==> config.mk <==
export PLATFORM = sky130hd
export DESIGN_NAME = i2s_master_tx
export DESIGN_NICKNAME = d
export VERILOG_FILES = /design/src/rtl/i2s_master_tx.sv
export SDC_FILE = /design/constraint.sdc
export NUM_CORES = 1
export LEC_CHECK = 0
export ABC_AREA = 1
export CORE_ASPECT_RATIO = 0.6
export CORE_MARGIN = 5
export CORE_UTILIZATION = 60
export DETAILED_ROUTE_END_ITERATION = 8
export DONT_BUFFER_PORTS = 1
export PLACE_DENSITY = 0.87
export SYNTH_ARGS = -nofsm -noshare
export SYNTH_HDL_FRONTEND = slang
export SYNTH_SLANG_ARGS = --single-unit
==> constraint.sdc <==
create_clock -name clk -period 6.2 [get_ports clk]
set_input_delay 0.62 -clock clk [delete_from_list [all_inputs] [get_ports clk]]
set_output_delay 0.62 -clock clk [all_outputs]
set_load 0.005 [all_outputs]
==> src/rtl/i2s_master_tx.sv <==
// I2S clock-master transmitter: divides clk down to bck/lrck and shifts one
// stereo sample pair per frame out MSB-first, one bck after each lrck edge.
module i2s_master_tx #(
  parameter int WORD_SIZE    = 32,
  parameter int SAMPLE_SIZE  = 24,
  parameter int CLKS_PER_BCK = 8
) (
  input  logic                   clk,
  input  logic                   rst,
  input  logic [SAMPLE_SIZE-1:0] l_sample,
  input  logic [SAMPLE_SIZE-1:0] r_sample,
  input  logic                   sample_valid,
  output logic                   sample_ready,
  output logic                   bck,
  output logic                   lrck,
  output logic                   dout,
  output logic                   frame_start,
  output logic                   underrun
);

  localparam int HALF  = CLKS_PER_BCK / 2;
  localparam int DIV_W = (HALF > 1) ? $clog2(HALF) : 1;
  localparam int BIT_W = $clog2(2 * WORD_SIZE);
  localparam logic [DIV_W-1:0] DIV_LAST = DIV_W'(HALF - 1);
  localparam logic [BIT_W-1:0] BIT_LAST = BIT_W'(2 * WORD_SIZE - 1);

  logic [DIV_W-1:0] div_cnt_q, div_cnt_d;
  logic [BIT_W-1:0] bit_cnt_q, bit_cnt_d;
  logic             bck_q, bck_d;
  logic             lrck_q, lrck_d;
  logic             dout_q, dout_d;
  logic             hold_full_q, hold_full_d;
  logic             frame_start_q, frame_start_d;
  logic             underrun_q, underrun_d;
  logic signed [SAMPLE_SIZE-1:0] l_hold_q, l_hold_d, r_hold_q, r_hold_d;
  logic signed [SAMPLE_SIZE-1:0] l_shift_q, l_shift_d, r_shift_q, r_shift_d;

  logic wrap, fall_ev, load, xfer;
  logic lrck_nxt, ser_bit;
  logic [31:0] bit_ext, pos;
  logic signed [SAMPLE_SIZE-1:0] chan;

  assign wrap    = (div_cnt_q == DIV_LAST);
  assign fall_ev = wrap & bck_q;
  // A frame starts on the fall event that takes bit_cnt from its last value back to 0.
  assign load    = fall_ev & (bit_cnt_q == BIT_LAST);
  assign xfer    = sample_valid & ~hold_full_q;

  // Divider, bck toggle and bit position within the frame.
  always_comb begin
    div_cnt_d = wrap ? '0 : div_cnt_q + 1'b1;
    bck_d     = wrap ? ~bck_q : bck_q;
    bit_cnt_d = bit_cnt_q;
    if (fall_ev) begin
      bit_cnt_d = (bit_cnt_q == BIT_LAST) ? '0 : bit_cnt_q + 1'b1;
    end
  end

  // Serial bit for the upcoming slot position; slot bit 0 is the I2S one-bit delay.
  always_comb begin
    bit_ext  = 32'(bit_cnt_d);
    lrck_nxt = (bit_ext >= WORD_SIZE);
    pos      = lrck_nxt ? bit_ext - WORD_SIZE : bit_ext;
    chan     = lrck_nxt ? r_shift_q : l_shift_q;
    ser_bit  = 1'b0;
    for (int i = 0; i < SAMPLE_SIZE; i++) begin
      if (pos == 32'(SAMPLE_SIZE - i)) ser_bit = chan[i];
    end
    lrck_d = fall_ev ? lrck_nxt : lrck_q;
    dout_d = fall_ev ? ser_bit : dout_q;
  end

  // Holding register handshake and frame load into the shift registers.
  always_comb begin
    hold_full_d = hold_full_q;
    if (load) hold_full_d = 1'b0;
    if (xfer) hold_full_d = 1'b1;
    l_hold_d  = xfer ? l_sample : l_hold_q;
    r_hold_d  = xfer ? r_sample : r_hold_q;
    l_shift_d = l_shift_q;
    r_shift_d = r_shift_q;
    if (load) begin
      l_shift_d = hold_full_q ? l_hold_q : '0;
      r_shift_d = hold_full_q ? r_hold_q : '0;
    end
    frame_start_d = load;
    underrun_d    = load & ~hold_full_q;
  end

  // Control, timing and shift state with asynchronous reset.
  always_ff @(posedge clk or posedge rst) begin
    if (rst) begin
      div_cnt_q     <= '0;
      bit_cnt_q     <= BIT_LAST;
      bck_q         <= 1'b0;
      lrck_q        <= 1'b0;
      dout_q        <= 1'b0;
      hold_full_q   <= 1'b0;
      frame_start_q <= 1'b0;
      underrun_q    <= 1'b0;
      l_shift_q     <= '0;
      r_shift_q     <= '0;
    end else begin
      div_cnt_q     <= div_cnt_d;
      bit_cnt_q     <= bit_cnt_d;
      bck_q         <= bck_d;
      lrck_q        <= lrck_d;
      dout_q        <= dout_d;
      hold_full_q   <= hold_full_d;
      frame_start_q <= frame_start_d;
      underrun_q    <= underrun_d;
      l_shift_q     <= l_shift_d;
      r_shift_q     <= r_shift_d;
    end
  end

  // Holding data is qualified by hold_full, so it needs no reset.
  always_ff @(posedge clk) begin
    l_hold_q <= l_hold_d;
    r_hold_q <= r_hold_d;
  end

  assign sample_ready = ~hold_full_q;
  assign bck          = bck_q;
  assign lrck         = lrck_q;
  assign dout         = dout_q;
  assign frame_start  = frame_start_q;
  assign underrun     = underrun_q;

endmodule

==> results of run 1 <==
layer usage:
layer / wire length (um) / part of all wire (%)
met1: 4380 / 48
met2: 3990 / 44
met3: 629 / 6.9
met4: 75 / 0.83
met5: 0 / 0
cells by family after synthesis:
family / share of synthesized area [%]
compound gates: 9.90
fa+ha+maj: 0.532
buf+inv: 6.02
flops: 63.8
simple gates: 19.7
through the flow:
step	worst slack [ns]	utilization (%)	hold slack, ns
global route	2.98	65.0	0.349
finish	3.23	65.0	0.363
detailed placement	3.27	61.3	0.447
CTS	3.24	65.0	0.357
global placement	3.24	61.3	0.413
floorplan	3.90	-	0.403
how the worst min path moves through the flow:
stage                                 from                      to  cells after the start
global placement    div_cnt_q[0]$_DFF_PP0_  div_cnt_q[0]$_DFF_PP0_                      1
floorplan           div_cnt_q[0]$_DFF_PP0_  div_cnt_q[0]$_DFF_PP0_                      1
detailed placement  div_cnt_q[0]$_DFF_PP0_  div_cnt_q[0]$_DFF_PP0_                      1
finish                         l_sample[2]   l_hold_q[2]$_DFFE_PP_                      0
global route                   l_sample[1]   l_hold_q[1]$_DFFE_PP_                      0
CTS                           l_sample[19]  l_hold_q[19]$_DFFE_PP_                      0
cells in the mapped netlist, drive strengths merged:
| library cell | number |
|---|---|
| a21oi | 3 |
| edfxtp | 48 |
| nand4 | 8 |
| nor2 | 32 |
| nand3 | 35 |
| a31oi | 4 |
| o211ai | 2 |
| buf | 5 |
| nand2 | 114 |
| o2111ai | 3 |
| clkbuf | 15 |
| o22ai | 3 |
| dfstp | 6 |
| o21ai | 63 |
| nor3 | 2 |
| o21bai | 1 |
| inv | 49 |
| dfrtp | 56 |
| a2111oi | 2 |
| ha | 2 |
power by group:
| group | total, mW | internal (mW) | switching, mW |
|---|---|---|---|
| clock | 0.548 | 0.281 | 0.267 |
| combinational | 0.00797 | 0.000489 | 0.00748 |
| sequential | 0.761 | 0.761 | 0 |
sequential cells by signal, summed over array words and instances (netlist names), 2 cells and up:
name,flops
l_hold_q,24
l_shift_q,24
r_hold_q,24
r_shift_q,24
bit_cnt_q,6
div_cnt_q,2
layout make-up:
| class | instances | area share (%) |
|---|---|---|
| Clock inverter | 7 | 1.22 |
| Timing Repair Buffer | 2 | 0.298 |
| Clock buffer | 9 | 4.47 |
| Multi-Input combinational cell | 274 | 28.1 |
| Sequential cell | 110 | 59.5 |
| Inverter | 49 | 3.70 |
| Tap cell | 108 | 2.68 |
==> summary.md, run 1 <==
| Metric | Value |
|---|---|
| Latest clock arrival within the worst-skew pair | 0.35 ns |
| Yosys warns | 0 |
| Crit path kind | reg2reg |
| PwrDens | 261 nW/um^2 |
| Footprint of the multi-input gates | 1420 um^2 |
| Final Power | 1.32 mW |
| Num Clock Sinks | 110 |
| GRT busiest layer | met1 |
| Leak | 2.15 nW |
| WP data arrival | 3.20 ns |
| # IOs | 57 |
| Max-cap check violation count | 0 |
| Met3 usage | 5.98% |
| Post-synth cell types | 36 |
| GRT met2 Usage | 28.6% |
| Cells after Synth | 453 |
| CP Capture Type | flop |
| Required time of the critical path | 6.43 ns |
| Die ar. | 9760 um^2 |
| Fin area | 5040 um^2 |
| Vias in the first global route | 2,992 |
| Post-route clock period utilization | 47.9% |
| Tot GR Track Use | 19.7% |
| CTS clock-pin slew for the worst setup and hold paths | 0.07 ns |
| Post-route DRC | 0 |
| Wire length per cell | 16.2 um |
| RSZ-0062 raised after global routing | no |
| Met1 Use GR | 28.9% |
| CTS tree | built |
| Post-synth top area share | 30.7% |
| Worst R2R End | dout$_DFFE_PP0N_ |
| Post-CTS sizing | 0 |
| Final WL | 9070 um |
| Gr ovfl total | 0 |
| CTS Root Cell | clkbuf_16 |
| Vias post-DR | 3,071 |
| R2R cell count | 20 |
| Crit path cell chain | ha_1 -> nand2_1 -> nor2_8 -> nand2_4 -> nand3_2 -> nand2_2 -> inv_2 -> nand2_2 -> nor2_1 -> o211ai_1 -> nand2_1 -> nand3_1 -> nand2_1 -> nand4_1 -> nand2_1 -> nand4_1 -> nand2_1 -> nand4_1 -> nand2_1 -> a21oi_2 |
| Area after DPL | 4750 um^2 |
| Syn Std Cell Area | 4700 um^2 |
| Outcome | complete, no violations |
| Crit-path slowest cell | dfstp_2 |
| Seq cells post-synth | 110 |
| Crit Path Max Fanout | 58 |
| Num CTS Buffers | 9 |
| Routed Antenna Nets | 0 |
| Final Hold Fails | 0 |
| Clock buffer depth | 2 |
| H-tree levels | 3 |
| Setup crit end | dout$_DFFE_PP0N_ |
| Sequential cell area | 3000 um^2 |
| Final nets | 499 |
| Vias/cell | 5.49 |
| Worst Setup SP | bit_cnt_q[0]$_DFF_PP1_ |
| Cell with the most instances on the worst path | nand2_1 |
| Die width | 124 um |
| VDD IR max | 0.000244 V |
| Core area | 7760 um^2 |
| Fillers | 644 |
| Register area share after synthesis | 63.8% |
| Drt initial violations | 222 |
| TritonRoute pass-1 iters | 4 |
| Chip height | 78.6 um |
| Yosys top cell by area | edfxtp_1 |
| Post-Syn Nets | 506 |
| Layout cell share with drive strength beyond 1 | 15.7% |
| Worst Tran Pin Value | 0.994 ns |
| Setup tns final | 0 ns |
| First-pass GRT wire length | 15,200 um |
| Worst path depth | 20 |
| Post-CTS Setup Bufs | 0 |
| CP Launch Type | flop |
| Worst Path Buf+Inv | 1 |
| R2R setup slack | 3.23 ns |
| Diode count | 0 |
| Max Clk Rate | 336 MHz |
| Non-Filler Instances | 559 |
| Fin Clk Skew | 0.00854 ns |
| Worst R2R Start | bit_cnt_q[0]$_DFF_PP1_ |
| Worst hold path type | in2reg |
| Antenna violations before repair | 0 |
| Hold buffers post-CTS | 0 |
| Leading cell types in the layout, fill and taps excluded | nand2_1 (98), o21ai_0 (60), dfrtp_1 (56) |
| Syn Area/Cell | 10.4 um^2 |
| Final Max Slew Viols | 0 |
| Detailed placer's ending HPWL | 6520 um |
| # setup viols final | 0 |
| Most common cell after layout, fill and taps aside | nand2_1 |
| Largest net degree at the start of global routing | 63 |
| Initial Util | 60.6% |
| # port buffers | 0 |
| Placer congestion estimate | 0.951 |
| Final period demand of the worst path | 2.97 ns |
| Synth area leaders | edfxtp_1 (31%), dfrtp_1 (30%), nand2_1 (7.8%) |
| Area delta synth->final | 7.24% |
| Placed insts | 543 |
| Delay-heaviest family, CP | simple AND/OR/NAND/NOR gates |
| Max-slew headroom | 33.6% |
| CP peak stage delay | 0.57 ns |
| Row count | 25 |
Power figures use the tool's default switching activity.
==> run 2: changes to the inputs <==
--- a/config.mk
+++ b/config.mk
@@ -8,10 +8,10 @@
 export ABC_AREA = 1
 export CORE_ASPECT_RATIO = 0.6
 export CORE_MARGIN = 5
-export CORE_UTILIZATION = 60
+export CORE_UTILIZATION = 57
 export DETAILED_ROUTE_END_ITERATION = 8
 export DONT_BUFFER_PORTS = 1
-export PLACE_DENSITY = 0.87
+export PLACE_DENSITY = 0.86
 export SYNTH_ARGS = -nofsm -noshare
 export SYNTH_HDL_FRONTEND = slang
 export SYNTH_SLANG_ARGS = --single-unit
==> constraint.sdc (replaced) <==
create_clock -name clk -period 2.6 [get_ports clk]
set_input_delay 0.26 -clock clk [delete_from_list [all_inputs] [get_ports clk]]
set_output_delay 0.26 -clock clk [all_outputs]
set_load 0.005 [all_outputs]
==> summary.md, run 2 (synthesized netlist as in run 1, its figures left out) <==
| Metric | Value |
|---|---|
| Outcome | complete, no violations |
| RSZ-0062 raised after global routing | yes |
| Worst R2R End | dout$_DFFE_PP0N_ |
| CTS tree | built |
| Clock buffer depth | 2 |
| Num Clock Sinks | 110 |
| Die ar. | 10,200 um^2 |
| Max Clk Rate | 389 MHz |
| Final WL | 10,600 um |
| Vias post-DR | 3,417 |
| Max-cap check violation count | 0 |
| CP peak stage delay | 0.57 ns |
| Hold path depth | 2 |
| CTS Root Cell | clkbuf_16 |
| Most common cell after layout, fill and taps aside | nand2_1 |
| Layout cell share with drive strength beyond 1 | 18.0% |
| Post-route clock period utilization | 98.8% |
| Crit path kind | reg2reg |
| TritonRoute pass-1 iters | 4 |
| Gr ovfl total | 0 |
| Tot GR Track Use | 22.0% |
| Largest net degree at the start of global routing | 55 |
| Final nets | 565 |
| Worst hold path type | in2reg |
| # IOs | 57 |
| PwrDens | 558 nW/um^2 |
| Num CTS Buffers | 9 |
| Hold path start | sample_valid |
| Placed insts | 555 |
| CP Launch Type | flop |
| Area delta synth->final | 21.9% |
| CP Capture Type | flop |
| Routed Antenna Nets | 0 |
| H-tree levels | 3 |
| Max-slew headroom | 58.8% |
| Latest clock arrival within the worst-skew pair | 0.35 ns |
| Worst Tran Pin Value | 0.617 ns |
| Required time of the critical path | 2.87 ns |
| Worst Hold End | hold_full_q$_DFFE_PP0P_ |
| Detailed placer's ending HPWL | 6900 um |
| Post-route DRC | 0 |
| Row count | 25 |
| First-pass GRT wire length | 17,200 um |
| Crit Path Max Fanout | 7 |
| Crit path cell chain | buf_4 -> nand3_2 -> nor2_4 -> nand2_2 -> nand2_2 -> nand2_4 -> nor3_1 -> nand2_1 -> nand3_1 -> nor2_1 -> nand4_1 -> nand2_1 -> nand3_1 -> nand2_1 -> nand4_1 -> nand2_1 -> nand4_1 -> nand2_1 -> nand4_1 -> nand2_1 -> a21oi_2 |
| Fillers | 555 |
| WP data arrival | 2.84 ns |
| Final Hold Fails | 0 |
| Vias/cell | 5.46 |
| Chip height | 80.3 um |
| Fin area | 5730 um^2 |
| Leak | 2.45 nW |
| Core area | 7950 um^2 |
| Wire length per cell | 16.9 um |
| Worst R2R Start | bit_cnt_q[0]$_DFF_PP1_ |
| # setup viols final | 0 |
| Vias in the first global route | 3,366 |
| Die width | 127 um |
| Delay-heaviest family, CP | simple AND/OR/NAND/NOR gates |
| # port buffers | 0 |
| Antenna violations before repair | 0 |
| Worst Path Buf+Inv | 1 |
| Final period demand of the worst path | 2.57 ns |
| Cell with the most instances on the worst path | nand2_1 |
| VDD IR max | 0.000484 V |
| Drt initial violations | 280 |
| Crit-path slowest cell | dfstp_2 |
| R2R setup slack | 0.03 ns |
| Initial Util | 59.1% |
| Non-Filler Instances | 626 |
| CTS clock-pin slew for the worst setup and hold paths | 0.07 ns |
| Leading cell types in the layout, fill and taps excluded | nand2_1 (96), o21ai_0 (60), dfrtp_1 (56) |
| Placer congestion estimate | 0.911 |
| Fin Clk Skew | 0.00660 ns |
| Area after DPL | 4860 um^2 |
| Final Max Slew Viols | 0 |
| R2R cell count | 21 |
## run 2: changes by cell type in the layout (fill, tap and decap cells not counted), sizes merged
cell / change
buf: +17
clkbuf: +2
dlygate4sd3: +49
clkinvlp: -1
inv: -1
diode: +1
## run 2: how the worst max path moves through the flow
stage	from	endpoint	slack (ns)	cells after the start
after floorplan	div_cnt_q[0]$_DFF_PP0_	dout$_DFFE_PP0N_	0.30	18
after detailed placement	div_cnt_q[0]$_DFF_PP0_	dout$_DFFE_PP0N_	-0.002	21
after global routing	bit_cnt_q[1]$_DFF_PP1_	dout$_DFFE_PP0N_	-0.15	22
final	bit_cnt_q[0]$_DFF_PP1_	dout$_DFFE_PP0N_	0.03	21
after CTS	div_cnt_q[0]$_DFF_PP0_	dout$_DFFE_PP0N_	0.04	21
after global placement	div_cnt_q[0]$_DFF_PP0_	dout$_DFFE_PP0N_	0.11	19
## run 2: where the power goes
group	internal [mW]	leakage (nW)	total, mW	switching (mW)
Combinational	0.0510	1.04	0.0816	0.0307
Clock	0.687	0.142	1.30	0.613
Sequential	1.81	1.27	1.81	0
## run 2: final cells by class
type	count	area, um^2	share of cell area, %
Clock inverter	5	38.8	0.677
Clock buffer	11	243	4.24
Antenna cell	1	2.50	0.0437
Multi-Input combinational cell	274	1480	25.7
Tap cell	108	135	2.36
Sequential cell	110	3000	52.4
Timing Repair Buffer	68	646	11.3
Inverter	49	189	3.30
## run 2: metrics by stage
step | hold WS, ns | utilization [%] | total power [mW] | setup TNS, ns | setup slack, ns
finish | 0.119 | 72.1 | 3.20 | 0 | 0.0317
global route | 0.130 | 72.1 | 3.31 | -0.150 | -0.150
CTS | 0.110 | 70.9 | 3.21 | 0 | 0.0387
detailed placement | 0.246 | 61.1 | 1.87 | -0.00154 | -0.00154
global placement | 0.226 | 61.1 | 1.87 | 0 | 0.112
floorplan | 0.359 | - | 1.86 | 0 | 0.305
## run 2: routing by layer
metal | vias to the layer above | wire (um) | track usage, %
met4 | 0 | 154 | 8.03
met2 | 129 | 5090 | 34.6
met5 | - | 0 | 0
li1 | 1626 | - | -
met3 | 15 | 760 | 6.38
met1 | 1647 | 4600 | 29.3
## run 2: repair_timing
action,4_1_cts,5_1_grt
hold buffers,49,0
hold endpoints to repair,71,0
setup buffers,0,5
gates cloned,0,0
gates resized for setup,1,11
pin swaps,0,6
endpoints found under the setup margin,1,1
## run 2: worst reg2reg max path, stage by stage (launching register included)
cell and delay, ns:
dfstp_2 0.57, buf_4 0.12, nand3_2 0.14, nor2_4 0.18, nand2_2 0.10, nand2_2 0.12, nand2_4 0.10, nor3_1 0.19
nand2_1 0.09, nand3_1 0.08, nor2_1 0.04, nand4_1 0.06, nand2_1 0.05, nand3_1 0.07, nand2_1 0.05, nand4_1 0.06
nand2_1 0.05, nand4_1 0.07, nand2_1 0.05, nand4_1 0.06, nand2_1 0.08, a21oi_2 0.14
